**src/rtl/pong_ball_ctrl.sv**
```systemverilog
// pong_ball_ctrl
// Ping-pong game engine. A single lit ball travels an 8-LED row; each
// player has to press their paddle button while the ball is on their end
// LED, at the latest in the same cycle as the next game-rate enable.
// The engine keeps both scores and stops once one of them reaches SCORE_MAX.
//
// Parameters:
//   SCORE_MAX  points needed to win (1..15)
// Ports:
//   clk        system clock, rising edge
//   reset      synchronous active-high game restart
//   ce         ball-step enable (one step per high cycle)
//   btn_l      left paddle button, active-high level
//   btn_r      right paddle button, active-high level
//   leds       LED row, bit 0 = left end, bit 7 = right end
//   score_l    left player score
//   score_r    right player score
//   game_over  high once either score reaches SCORE_MAX
//
// Optional build macro:
//   PONG_BTN_SYNC_EN  when defined, each button passes through a 2-flop
//                     synchronizer ahead of the edge detector.
module pong_ball_ctrl #(
  parameter int SCORE_MAX = 9
) (
  input  logic       clk,
  input  logic       reset,
  input  logic       ce,
  input  logic       btn_l,
  input  logic       btn_r,
  output logic [7:0] leds,
  output logic [3:0] score_l,
  output logic [3:0] score_r,
  output logic       game_over
);

  typedef enum logic [2:0] {
    S_SERVE_L = 3'd0,
    S_SERVE_R = 3'd1,
    S_MOVE_R  = 3'd2,
    S_MOVE_L  = 3'd3,
    S_POINT   = 3'd4,
    S_OVER    = 3'd5
  } state_t;

  localparam logic [3:0] SCORE_MAX_C = 4'(SCORE_MAX);

  logic   btn_l_s, btn_r_s;
  logic   btn_l_q, btn_r_q;
  logic   press_l_s, press_r_s;

  state_t     state_q, state_d;
  logic [2:0] pos_q, pos_d;
  logic [3:0] score_l_q, score_l_d;
  logic [3:0] score_r_q, score_r_d;
  logic       hit_q, hit_d;
  logic       server_r_q, server_r_d;  // 1: right player serves next
  logic [7:0] leds_q, leds_d;
  logic       game_over_q, game_over_d;

`ifdef PONG_BTN_SYNC_EN
  logic [1:0] sync_l_q, sync_r_q;

  // Two-stage synchronizers for the asynchronous button inputs
  always_ff @(posedge clk) begin
    if (reset) begin
      sync_l_q <= 2'b00;
      sync_r_q <= 2'b00;
    end else begin
      sync_l_q <= {sync_l_q[0], btn_l};
      sync_r_q <= {sync_r_q[0], btn_r};
    end
  end

  assign btn_l_s = sync_l_q[1];
  assign btn_r_s = sync_r_q[1];
`else
  assign btn_l_s = btn_l;
  assign btn_r_s = btn_r;
`endif

  // Previous-sample registers for rising-edge press detection
  always_ff @(posedge clk) begin
    if (reset) begin
      btn_l_q <= 1'b0;
      btn_r_q <= 1'b0;
    end else begin
      btn_l_q <= btn_l_s;
      btn_r_q <= btn_r_s;
    end
  end

  assign press_l_s = btn_l_s & ~btn_l_q;
  assign press_r_s = btn_r_s & ~btn_r_q;

  // Game state, ball position, scores and registered outputs
  always_ff @(posedge clk) begin
    if (reset) begin
      state_q     <= S_SERVE_L;
      pos_q       <= 3'd0;
      score_l_q   <= 4'd0;
      score_r_q   <= 4'd0;
      hit_q       <= 1'b0;
      server_r_q  <= 1'b0;
      leds_q      <= 8'h01;
      game_over_q <= 1'b0;
    end else begin
      state_q     <= state_d;
      pos_q       <= pos_d;
      score_l_q   <= score_l_d;
      score_r_q   <= score_r_d;
      hit_q       <= hit_d;
      server_r_q  <= server_r_d;
      leds_q      <= leds_d;
      game_over_q <= game_over_d;
    end
  end

  // Next-state logic: serving, ball travel, hit window and scoring
  always_comb begin
    state_d    = state_q;
    pos_d      = pos_q;
    score_l_d  = score_l_q;
    score_r_d  = score_r_q;
    hit_d      = hit_q;
    server_r_d = server_r_q;

    case (state_q)
      S_SERVE_L: begin
        pos_d = 3'd0;
        if (press_l_s) begin
          state_d = S_MOVE_R;
        end else begin
          state_d = S_SERVE_L;
        end
      end
      S_SERVE_R: begin
        pos_d = 3'd7;
        if (press_r_s) begin
          state_d = S_MOVE_L;
        end else begin
          state_d = S_SERVE_R;
        end
      end
      S_MOVE_R: begin
        if (pos_q != 3'd7) begin
          // Ball still travelling: early presses earn nothing.
          if (ce) begin
            pos_d = pos_q + 3'd1;
          end else begin
            pos_d = pos_q;
          end
        end else if (ce) begin
          // End of the receive window; a press in this very cycle still counts.
          hit_d = 1'b0;
          if (hit_q || press_r_s) begin
            state_d = S_MOVE_L;
            pos_d   = 3'd6;
          end else begin
            state_d    = S_POINT;
            score_l_d  = score_l_q + 4'd1;
            server_r_d = 1'b1;
          end
        end else if (press_r_s) begin
          hit_d = 1'b1;
        end else begin
          hit_d = hit_q;
        end
      end
      S_MOVE_L: begin
        if (pos_q != 3'd0) begin
          if (ce) begin
            pos_d = pos_q - 3'd1;
          end else begin
            pos_d = pos_q;
          end
        end else if (ce) begin
          hit_d = 1'b0;
          if (hit_q || press_l_s) begin
            state_d = S_MOVE_R;
            pos_d   = 3'd1;
          end else begin
            state_d    = S_POINT;
            score_r_d  = score_r_q + 4'd1;
            server_r_d = 1'b0;
          end
        end else if (press_l_s) begin
          hit_d = 1'b1;
        end else begin
          hit_d = hit_q;
        end
      end
      S_POINT: begin
        if (ce) begin
          if ((score_l_q == SCORE_MAX_C) || (score_r_q == SCORE_MAX_C)) begin
            state_d = S_OVER;
          end else if (server_r_q) begin
            state_d = S_SERVE_R;
            pos_d   = 3'd7;
          end else begin
            state_d = S_SERVE_L;
            pos_d   = 3'd0;
          end
        end else begin
          state_d = S_POINT;
        end
      end
      S_OVER: begin
        state_d = S_OVER;
      end
      default: begin
        state_d = S_SERVE_L;
        pos_d   = 3'd0;
        hit_d   = 1'b0;
      end
    endcase
  end

  // Output decode from the next state so outputs are registered with it
  always_comb begin
    leds_d      = 8'h01;
    game_over_d = 1'b0;
    case (state_d)
      S_SERVE_L, S_SERVE_R, S_MOVE_R, S_MOVE_L: leds_d = 8'd1 << pos_d;
      S_POINT: leds_d = 8'hFF;
      S_OVER: begin
        game_over_d = 1'b1;
        if (score_l_d == SCORE_MAX_C) begin
          leds_d = 8'h0F;
        end else begin
          leds_d = 8'hF0;
        end
      end
      default: leds_d = 8'h01;
    endcase
  end

  assign leds      = leds_q;
  assign score_l   = score_l_q;
  assign score_r   = score_r_q;
  assign game_over = game_over_q;

endmodule

```
**config.mk**
```make
export PLATFORM = sky130hd
export DESIGN_NAME = pong_ball_ctrl
export DESIGN_NICKNAME = d
export VERILOG_FILES = /design/src/rtl/pong_ball_ctrl.sv
export SDC_FILE = /design/constraint.sdc
export NUM_CORES = 1
export LEC_CHECK = 0
export CAP_MARGIN = 20
export CELL_PAD_IN_SITES_DETAIL_PLACEMENT = 0
export CELL_PAD_IN_SITES_GLOBAL_PLACEMENT = 1
export CORE_MARGIN = 3
export CORE_UTILIZATION = 45
export DETAILED_ROUTE_END_ITERATION = 7
export GPL_ROUTABILITY_DRIVEN = 0
export PLACE_DENSITY = 0.84
export SLEW_MARGIN = 20
export SYNTH_ARGS = -nofsm -noshare
export SYNTH_HDL_FRONTEND = slang
export SYNTH_SLANG_ARGS = --single-unit
```
**constraint.sdc**
```tcl
create_clock -name clk -period 3.6 [get_ports clk]
set_input_delay 1.08 -clock clk [delete_from_list [all_inputs] [get_ports clk]]
set_output_delay 1.08 -clock clk [all_outputs]
set_load 0.02 [all_outputs]
```
==> summary.md, run 1 <==
| Metric | Value |
|---|---|
| Mapped Area | 1760 sq um |
| DP HPWL | 2950 um |
| CP Launch Type | primary input |
| Layout cells sized above 1 | 9.91% |
| Max Clk Rate | 0.330 GHz |
| Hold Slack | 0.555 ns |
| Ys flop type | dfxtp_1 |
| # diodes | 0 |
| YS warnings | 0 |
| Transition time of the tightest slew-check pin | 0.642 ns |
| Worst Path Required | 3.75 ns |
| Max Slew Vio Count | 0 |
| CP max stage delay | 0.84 ns |
| Wire per inst | 14.3 um |
| Syn avg cell area | 8.65 sq um |
| Number of global-route vias before repair | 1428 |
| Post-DRT Antenna Nets | 0 |
| Crit-path slowest cell | clkdlybuf4s50_1 |
| Max-cap check violation count | 0 |
| Synth async-reset ratio | 0% |
| RSZ-0062 raised after global routing | false |
| Clk_skew | 0.00457 ns |
| CP delay by family, top | buffers and inverters |
| Final period util | 84.3% |
| Worst setup path class | in2reg |
| Power Density | 279 nW/um^2 |
| Detailed Routing Iterations Pass 1 | 4 |
| Crit path buffers/inverters | 1 |
| Clk Latency, worst-skew pair | 0.28 ns |
| Max_slew headroom | 57.1% |
| Ordered cell list for the critical path | clkdlybuf4s50_1 > nor2b_2 > nand3_2 > mux2i_1 > nand2_1 > o21ai_1 > o31ai_1 |
| Iteration-0 DRC Markers | 112 |
| Total Nets Final | 238 |
| Max IR drop VDD | 0.158 mV |
| Die area | 4690 sq um |
| Reg2Reg Setup Slack | 1.25 ns |
| Largest net degree at the start of global routing | 19 |
| Reg-to-Reg Start | state_q[0] |
| Die width | 68.5 um |
| CTS max path bufs | 2 |
| Yosys reg bits | 27 |
| Rows | 22 |
| Final setup viols | 0 |
| Leakage | 0.817 nW |
| GRT Total Usage | 18.4% |
| WHS Path Cells | 2 |
| Vias/cell | 5.62 |
| Area taken by multi-input logic gates | 1130 sq um |
| Cts bufs inserted | 3 |
| Num ports | 22 |
| Library cells used by synthesis | 58 |
| Global-route wire length before repair | 6560 um |
| Critical path capture point type | register |
| Detailed Route WL | 3870 um |
| Clock sinks | 27 |
| Post-CTS Setup Bufs | 0 |
| Area grow syn2layout | 16.2% |
| Stages on worst setup path | 7 |
| Final-report hold violation count | 0 |
| Root Driver | clkbuf_8 |
| Setup TNS | 0 ns |
| H-Tree Depth | 1 |
| RR Endpoint | leds[2] |
| Sequential Area | 541 sq um |
| Critical Path End | leds[4] |
| Initial Utilization | 47.3% |
| Die Ht | 68.5 um |
| Outcome | completed |
| Final critical-path required period | 3.03 ns |
| Core Box Area | 3720 sq um |
| Hold WC Path Type | reg2reg |
| Drt drc | 0 |
| Vias | 1517 |
| First element of the critical path | ce |
| Post-CTS Hold Buffers | 0 |
| WP data arrival | 3.19 ns |
| Clock-pin slew on the worst setup and hold paths | 0.10 ns |
| Cts repair resizes | 0 |
| Fillers | 357 |
| Syn_nets | 218 |
| Sequential share of the synthesized area | 30.8% |
| CTS tree | done |
| Gate Count Post-Synth | 203 |
| Post-synth EDFFs | 0 |
| R2R depth | 6 |
| Final core utilization | 54.9% |
| Port Buf Inserts | 21 |
| GR Overflow Total | 0 |
| CP max FO | 18 |
| Initial antenna violation count | 0 |
==> layout make-up <==
| class | count | share of cell area (%) |
|---|---|---|
| clock buffers | 3 | 2.02 |
| clock inverters | 1 | 0.368 |
| inverters | 10 | 1.84 |
| multi-input cells | 158 | 55.3 |
| flip-flops and latches | 27 | 26.5 |
| well taps | 48 | 2.94 |
| repair buffers | 23 | 11.0 |
==> worst min-delay path by stage <==
stage,start,endpoint,slack (ns)
after floorplan,hit_q,hit_q,0.50
after global placement,hit_q,hit_q,0.53
after detailed placement,hit_q,hit_q,0.53
after CTS,hit_q,hit_q,0.55
after global routing,hit_q,hit_q,0.59
final,hit_q,hit_q,0.56
==> flip-flops by register name, summed over array words and instances (netlist names) <==
| name | flops |
|---|---|
| leds | 8 |
| btn_l_q | 1 |
| game_over | 1 |
| score_r | 4 |
| score_l | 4 |
| state_q | 3 |
| btn_r_q | 1 |
| pos_q | 3 |
| server_r_q | 1 |
| hit_q | 1 |
==> cells in the mapped netlist, types with 3 or more instances <==
cell type,n,area [sq um]
nor2b_1,4,25.0
inv_1,10,37.5
a21oi_1,11,55.1
nand4_1,3,18.8
nand2_1,18,67.6
a211oi_1,3,22.5
nand2b_1,8,50.1
nor3_1,3,15.0
nand3b_1,3,22.5
nor2_1,23,86.3
xor2_1,4,35.0
dfxtp_1,27,541
buf_2,3,15.0
o21ai_0,8,40.0
a31oi_1,4,25.0
ha_1,10,125
o31ai_1,7,52.6
xnor2_1,3,26.3
==> placed cells by master, fill, tap and decap left out, drive strengths merged, types with 2 or more instances in the layout <==
cell	n
and3	2
nand2b	9
xor2	4
mux2i	2
nand3b	5
clkdlybuf4s50	21
nand4b	2
inv	10
nand4	3
nor3	4
nor4	2
nand3	3
a22oi	2
nor2	23
o21ai	10
clkbuf	3
a211oi	4
or2	2
nor2b	7
and2b	2
ha	10
dfxtp	27
nand2	18
o31ai	7
buf	2
xnor2	3
nor3b	3
a21oi	11
a31oi	4
==> cell families (layout without fill, tap and decap cells) <==
| kind of cell | Yosys count | after routing | synth area share (%) |
|---|---|---|---|
| compound gates | 49 | 49 | 18.4 |
| simple gates | 90 | 90 | 33.9 |
| fa+ha+maj | 10 | 10 | 7.12 |
| xor+xnor | 7 | 7 | 3.49 |
| flops | 27 | 27 | 30.8 |
| mux | 2 | 2 | 1.35 |
| buf+inv | 18 | 37 | 4.91 |
==> power breakdown <==
group | internal [W] | switching [W] | total [W]
logic | 0.0000336 | 0.0000442 | 0.0000778
clock network | 0.0000788 | 0.0000996 | 0.000178
registers | 0.000305 | 0.00000857 | 0.000314
==> stage by stage <==
stage / area [sq um] / setup slack [ns] / total power (W) / instances
floorplan: 1760 / 1.22 / 0.000375 / 203
global placement: 1990 / 0.400 / 0.000397 / 266
detailed placement: 1990 / 0.282 / 0.000398 / 266
CTS: 2040 / 0.603 / 0.000575 / 270
global route: 2040 / 0.374 / 0.000595 / 270
finish: 2040 / 0.566 / 0.000570 / 270
==> layer usage <==
layer  GRT usage (%)  wire (um)
met1            24.2       1790
met2            30.6       1880
met3            3.12        153
met4            5.21         37
met5               0          0
==> tightest hold or removal path: stages (launching register included) <==
cell     delay, ns
dfxtp_1       0.38
nand2_1       0.08
a21oi_1       0.05
No activity file was read; power rests on OpenSTA's default activity.
==> run 2, diff against run 1 <==
--- a/config.mk
+++ b/config.mk
@@ -9,10 +9,10 @@
 export CELL_PAD_IN_SITES_DETAIL_PLACEMENT = 0
 export CELL_PAD_IN_SITES_GLOBAL_PLACEMENT = 1
 export CORE_MARGIN = 3
-export CORE_UTILIZATION = 45
+export CORE_UTILIZATION = 42
 export DETAILED_ROUTE_END_ITERATION = 7
 export GPL_ROUTABILITY_DRIVEN = 0
-export PLACE_DENSITY = 0.84
+export PLACE_DENSITY = 0.79
 export SLEW_MARGIN = 20
 export SYNTH_ARGS = -nofsm -noshare
 export SYNTH_HDL_FRONTEND = slang
==> constraint.sdc (replaced) <==
create_clock -name clk -period 2.9 [get_ports clk]
set_input_delay 0.87 -clock clk [delete_from_list [all_inputs] [get_ports clk]]
set_output_delay 0.87 -clock clk [all_outputs]
set_load 0.02 [all_outputs]
==> run 2 against run 1 <==
Effect of this change:
- combinational power rose by 28%
- clock power rose by 21%
- utilization fell by 0.99 points
- routed wire length did not move
- clock skew barely moved
- clock-buffer cell count did not move
- die area rose by 6.5%
- via count rose by 0.46%
- sequential power rose by 24%
- hold slack got worse by 0.00060 ns
- largest cell class unchanged
- largest power group unchanged
==> summary.md, run 2 (synthesized netlist as in run 1, its figures left out) <==
| Metric | Value |
|---|---|
| Final-report hold violation count | 0 (unchanged) |
| Post-CTS Setup Bufs | 0 (unchanged) |
| DP HPWL | 3020 um (+2.3%) |
| WP data arrival | 2.67 ns (-0.52 ns) |
| Cts repair resizes | 0 (unchanged) |
| P_int | 0.000519 W (+24%) |
| Max IR drop VDD | 0.181 mV (+14%) |
| Cts bufs inserted | 3 (unchanged) |
| RSZ-0062 raised after global routing | false |
| Total Nets Final | 243 (+2.1%) |
| Layout cells sized above 1 | 11.9% (+2.0 points) |
| Rows | 22 (unchanged) |
| Critical path capture point type | register |
| Max_slew headroom | 67.6% (+10 points) |
| Switch Pwr | 0.000184 W (+21%) |
| GR Overflow Total | 0 (unchanged) |
| H-Tree Depth | 1 (unchanged) |
| Final period util | 87.0% |
| Core Box Area | 3850 sq um (+3.7%) |
| Commonest non-fill, non-tap cell in the layout | dfxtp_1 |
| Outcome | completed |
| Max-cap check violation count | 0 (unchanged) |
| Initial Utilization | 45.6% (-1.7 points) |
| Most frequent cells in the layout | dfxtp_1, nor2_1, clkdlybuf4s50_1, nand2_1, a21oi_1 |
| Vias | 1524 (+0.46%) |
| Die area | 4990 sq um (+6.5%) |
| Post-CTS Hold Buffers | 0 (unchanged) |
| Clk_skew | 0.00424 ns (-0.000332 ns) |
| Area taken by multi-input logic gates | 1130 sq um (unchanged) |
| CTS max path bufs | 2 (unchanged) |
| Die width | 70.7 um (+3.2%) |
| Detailed Routing Iterations Pass 1 | 4 (unchanged) |
| Ordered cell list for the critical path | clkdlybuf4s50_1 > buf_4 > nor2b_2 > nand3_2 > mux2i_1 > nand2_1 > o21ai_1 > o31ai_1 |
| Num ports | 22 (unchanged) |
| CP delay by family, top | buffers and inverters |
| Port Buf Inserts | 21 (unchanged) |
| Drt drc | 0 (unchanged) |
| Max Clk Rate | 0.396 GHz |
| Max reg flops | 8 (unchanged) |
| Crit-path slowest cell | clkdlybuf4s50_1 |
| Power Density | 338 nW/um^2 (+21%) |
| Comb power frac | 14.2% (+0.5 points) |
| CP max stage delay | 0.45 ns (-0.39 ns) |
| Sequential Area | 541 sq um (unchanged) |
| Leakage | 0.843 nW (+3.1%) |
| CP Launch Type | primary input |
| Post-DRT Antenna Nets | 0 (unchanged) |
| Clk Latency, worst-skew pair | 0.27 ns (about the same) |
| Worst setup path class | in2reg |
| Pre-CTS WS | 0.106 ns (-0.176 ns) |
| Net Sw Frac | 26.1% (-0.62 points) |
| CP max FO | 18 (unchanged) |
| GRT Total Usage | 16.3% (-2.1 points) |
| Wire per inst | 14.1 um (-1.8%) |
| Final setup viols | 0 (unchanged) |
| Vias/cell | 5.54 (-1.4%) |
| Root Driver | clkbuf_8 |
| Clock sinks | 27 (unchanged) |
| Setup TNS | 0 ns (unchanged) |
| Fillers | 374 (+4.8%) |
| Iteration-0 DRC Markers | 123 (+9.8%) |
| Detailed Route WL | 3870 um (unchanged) |
| Seq pwr share | 55.3% (+0.3 points) |
| Final critical-path required period | 2.52 ns |
| Area grow syn2layout | 18.4% |
| Max Slew Vio Count | 0 (unchanged) |
| Clock-pin slew on the worst setup and hold paths | 0.09 ns (about the same) |
| Crit path buffers/inverters | 2 (+1) |
| Die Ht | 70.7 um (+3.2%) |
| Number of global-route vias before repair | 1492 (+4.5%) |
| Hold WC Path Type | reg2reg |
| Final core utilization | 54.0% (-0.99 points) |
| Worst Path Required | 3.04 ns (-0.71 ns) |
| # diodes | 0 (unchanged) |
| PnR worst setup slack | 0.377 ns (-0.189 ns) |
| Clock power frac | 30.6% (-0.7 points) |
| Initial antenna violation count | 0 (unchanged) |
| Global-route wire length before repair | 6870 um (+4.7%) |
| CTS tree | done |
| Largest net degree at the start of global routing | 19 (unchanged) |
| Transition time of the tightest slew-check pin | 0.485 ns (-0.157 ns) |
[run 2: metrics by stage]
stage | power [W] | cell area, sq um | instances | hold slack, ns
detailed placement | 0.000495 | 2030 | 271 | 0.543
global placement | 0.000495 | 2030 | 271 | 0.539
finish | 0.000703 | 2080 | 275 | 0.555
CTS | 0.000708 | 2080 | 275 | 0.557
floorplan | 0.000466 | 1760 | 203 | 0.501
global route | 0.000736 | 2080 | 275 | 0.606
[run 2: cell type report]
type / instances / share of cell area [%]
Sequential cell: 27 / 26.0
Timing Repair Buffer: 28 / 12.6
Inverter: 10 / 1.81
Tap cell: 48 / 2.89
Clock buffer: 3 / 1.99
Multi-Input combinational cell: 158 / 54.3
Clock inverter: 1 / 0.361
[run 2: final timing paths]
| check | start | endpoint | slack [ns] | cells after the start |
|---|---|---|---|---|
| max | ce | leds[5] | 0.38 | 8 |
| min | score_r[1] | score_r[1] | 0.55 | 2 |
| max reg2reg | pos_q[1] | leds[5] | 0.74 | 8 |
| min reg2reg | score_r[1] | score_r[1] | 0.55 | 2 |
[run 2: per-layer routing]
metal | wire (um) | up-vias | GRT usage (%)
li1 | - | 773 | -
met1 | 1880 | 713 | 23.0
met2 | 1840 | 34 | 26.8
met3 | 126 | 4 | 2.27
met4 | 21 | 0 | 3.34
met5 | 0 | - | 0
[run 2: tightest hold or removal path, cell delays in order, from the launching register on]
cell and delay [ns]:
dfxtp_1 0.36, nor2_1 0.11, a211oi_1 0.05
[run 2: power groups by stage]
stage                     Sequential [W]  Combinational, W  Clock, W
final                           0.000388         0.0000995  0.000215
after global placement          0.000397         0.0000978         0
after global routing            0.000390          0.000109  0.000237
after floorplan                 0.000396         0.0000698         0
after CTS                       0.000388         0.0000991  0.000220
after detailed placement        0.000397         0.0000983         0
==> run 3, diff against run 2 <==
--- a/config.mk
+++ b/config.mk
@@ -8,10 +8,12 @@
 export CAP_MARGIN = 20
 export CELL_PAD_IN_SITES_DETAIL_PLACEMENT = 0
 export CELL_PAD_IN_SITES_GLOBAL_PLACEMENT = 1
+export CORE_ASPECT_RATIO = 1.5
 export CORE_MARGIN = 3
 export CORE_UTILIZATION = 42
 export DETAILED_ROUTE_END_ITERATION = 7
 export GPL_ROUTABILITY_DRIVEN = 0
+export GPL_TIMING_DRIVEN = 0
 export PLACE_DENSITY = 0.79
 export SLEW_MARGIN = 20
 export SYNTH_ARGS = -nofsm -noshare
==> run 3 against run 2 <==
Effect of this change:
- sequential power fell by 1%
- global-route usage grew 1.8 points
- fmax shrank 2.3%
- routed wire length increased by 7.4%
- first-iteration DRC count shrank 51%
- sequential cell count did not move
- die area increased by 0.33%
- via count is 0.46% higher
- hold slack better by 0.014 ns
- sequential share of layout area rose by 0.35 points
- clock power rose by 5%
- largest power group unchanged
==> summary.md, run 3 (synthesized netlist as in run 1, its figures left out) <==
| Metric | Value |
|---|---|
| Outcome | completed |
| Area taken by multi-input logic gates | 1130 sq um (unchanged) |
| CTS tree | done |
| Iteration-0 DRC Markers | 60 (-51%) |
| Setup TNS | 0 ns (unchanged) |
| Clk_skew | 0.00537 ns (+0.00113 ns) |
| Post-DRT Antenna Nets | 0 (unchanged) |
| Final setup viols | 0 (unchanged) |
| Sequential Area | 541 sq um (unchanged) |
| Core Box Area | 3990 sq um (+3.6%) |
| Reg-to-Reg Start | pos_q[0] |
| Final period util | 89.0% (+2.0 points) |
| Max-cap check violation count | 0 (unchanged) |
| Critical path capture point type | register |
| Transition time of the tightest slew-check pin | 0.507 ns (+0.0222 ns) |
| Vias/cell | 5.65 (+1.9%) |
| Clock power frac | 31.6% (+1.0 points) |
| R2R depth | 8 (unchanged) |
| CP max FO | 4 (-14) |
| Post-route cell area | 2050 sq um (-1.3%) |
| Vias | 1531 (+0.46%) |
| Comb power frac | 14.7% (+0.5 points) |
| Die area | 5010 sq um (+0.33%) |
| First element of the critical path | btn_r |
| CP Launch Type | primary input |
| GRT Total Usage | 18.1% (+1.8 points) |
| Worst Path Required | 3.09 ns (+0.05 ns) |
| Number of global-route vias before repair | 1531 (+2.6%) |
| Port Buf Inserts | 19 (-9.5%) |
| CTS max path bufs | 2 (unchanged) |
| Detailed Route WL | 4150 um (+7.4%) |
| Total Nets Final | 242 (-0.41%) |
| Net Sw Frac | 27.3% (+1.2 points) |
| Post-CTS Setup Bufs | 0 (unchanged) |
| Crit path buffers/inverters | 1 (-1) |
| Largest net degree at the start of global routing | 17 (-2) |
| Final critical-path required period | 2.58 ns (+0.0583 ns) |
| Crit-path slowest cell | clkdlybuf4s50_1 |
| CP delay by family, top | compound AO/OA/AOI/OAI gates |
| Fillers | 398 (+6.4%) |
| # diodes | 0 (unchanged) |
| DP HPWL | 3220 um (+6.5%) |
| Die Ht | 85.2 um (+21%) |
| Reg2Reg Setup Slack | 0.63 ns (-0.11 ns) |
| Critical Path End | leds[5] |
| Wire per inst | 15.3 um (+9.0%) |
| Drt drc | 0 (unchanged) |
| Max reg flops | 8 (unchanged) |
| GR Overflow Total | 0 (unchanged) |
| Most frequent cells in the layout | dfxtp_1, nor2_1, clkdlybuf4s50_1, nand2_1, a21oi_1 |
| Final core utilization | 51.4% (-2.6 points) |
| Rows | 28 (+27%) |
| Pre-CTS WS | 0.0467 ns (-0.0589 ns) |
| Global-route wire length before repair | 7230 um (+5.3%) |
| Cts repair resizes | 0 (unchanged) |
| Seq pwr share | 53.7% (-1.6 points) |
| H-Tree Depth | 1 (unchanged) |
| Switch Pwr | 0.000195 W (+6.2%) |
| RR Endpoint | leds[7] |
| Clock sinks | 27 (unchanged) |
| PnR worst setup slack | 0.319 ns (-0.0583 ns) |
| Post-CTS Hold Buffers | 0 (unchanged) |
| Worst setup path class | in2reg |
| Initial antenna violation count | 0 (unchanged) |
| Clock-pin slew on the worst setup and hold paths | 0.10 ns (about the same) |
| Layout cells sized above 1 | 11.5% (-0.39 points) |
| Num ports | 22 (unchanged) |
| Root Driver | clkbuf_8 |
| Max Slew Vio Count | 0 (unchanged) |
| Detailed Routing Iterations Pass 1 | 4 (unchanged) |
| Clk Latency, worst-skew pair | 0.28 ns (about the same) |
| Max Clk Rate | 0.387 GHz (-2.3%) |
| WP data arrival | 2.77 ns (+0.10 ns) |
| Ordered cell list for the critical path | clkdlybuf4s50_1 > and2b_1 > o21ai_0 > a221oi_1 > nor4_4 > nand2b_4 > o31ai_1 |
| RSZ-0062 raised after global routing | false |
| Max IR drop VDD | 0.255 mV (+41%) |
| Commonest non-fill, non-tap cell in the layout | dfxtp_1 |
| Hold WC Path Type | reg2reg |
| Stages on worst setup path | 7 (-1) |
| Final-report hold violation count | 0 (unchanged) |
| Cts bufs inserted | 3 (unchanged) |
| Initial Utilization | 44.0% (-1.6 points) |
| Leakage | 0.833 nW (-1.1%) |
| CP max stage delay | 0.51 ns (+0.06 ns) |
| Area grow syn2layout | 16.8% |
| Power Density | 348 nW/um^2 (+2.9%) |
| P_int | 0.000519 W (about the same) |
| Die width | 58.8 um (-17%) |
| DP Area | 2000 sq um (-1.4%) |
| Max_slew headroom | 66.2% (-1.4 points) |
==> run 3: cell types whose count changed in the layout (fill, tap and decap cells not counted), sizes merged <==
| cell | previous run | this run |
|---|---|---|
| buf | 7 | 6 |
| clkdlybuf4s50 | 21 | 19 |
| clkbuf | 3 | 5 |
==> run 3: area by class of cell <==
cell class / instances / share of cell area, %
Buffer: 8 / 2.38
Multi-Input combinational cell: 158 / 55.1
Timing Repair Buffer: 19 / 9.27
Sequential cell: 27 / 26.3
Clock inverter: 1 / 0.366
Tap cell: 45 / 2.74
Inverter: 10 / 1.83
Clock buffer: 3 / 2.01
==> run 3: layer usage <==
metal	share of wire [%]	GRT usage, %	wire length, um
met2	50	31.0	2070
met1	43	22.3	1770
met4	3.5	8.04	144
met5	0	0	0
met3	3.9	1.83	163
==> run 3: worst register-to-register path: stages (launching register included) <==
cell,delay (ns)
dfxtp_1,0.45
ha_1,0.19
ha_1,0.26
and4bb_4,0.32
o211a_1,0.19
nor2_1,0.05
a31oi_1,0.32
nor2b_2,0.13
o31ai_1,0.27
==> run 3: worst min-delay path by stage <==
stage               start          to  slack, ns  cells past startpoint
3_5_place_dp        hit_q       hit_q       0.56                      2
3_3_place_gp        hit_q       hit_q       0.53                      2
5_1_grt             hit_q       hit_q       0.62                      2
2_1_floorplan       hit_q       hit_q       0.50                      2
6_report       score_r[1]  score_r[1]       0.57                      2
4_1_cts             hit_q       hit_q       0.57                      2
==> run 3: stage by stage <==
step                      hold slack (ns)  total power [W]  instances
after detailed placement            0.556         0.000496        267
after global routing                0.620         0.000748        271
after CTS                           0.571         0.000716        271
after global placement              0.531         0.000495        267
after floorplan                     0.501         0.000466        203
final                               0.568         0.000714        271
==> run 3: power by group through the flow <==
stage / clock network (W) / registers (W) / logic, W
after floorplan: 0 / 0.000396 / 0.0000698
after global placement: 0 / 0.000392 / 0.000103
after detailed placement: 0 / 0.000392 / 0.000104
after CTS: 0.000228 / 0.000383 / 0.000105
after global routing: 0.000248 / 0.000385 / 0.000115
final: 0.000225 / 0.000384 / 0.000105
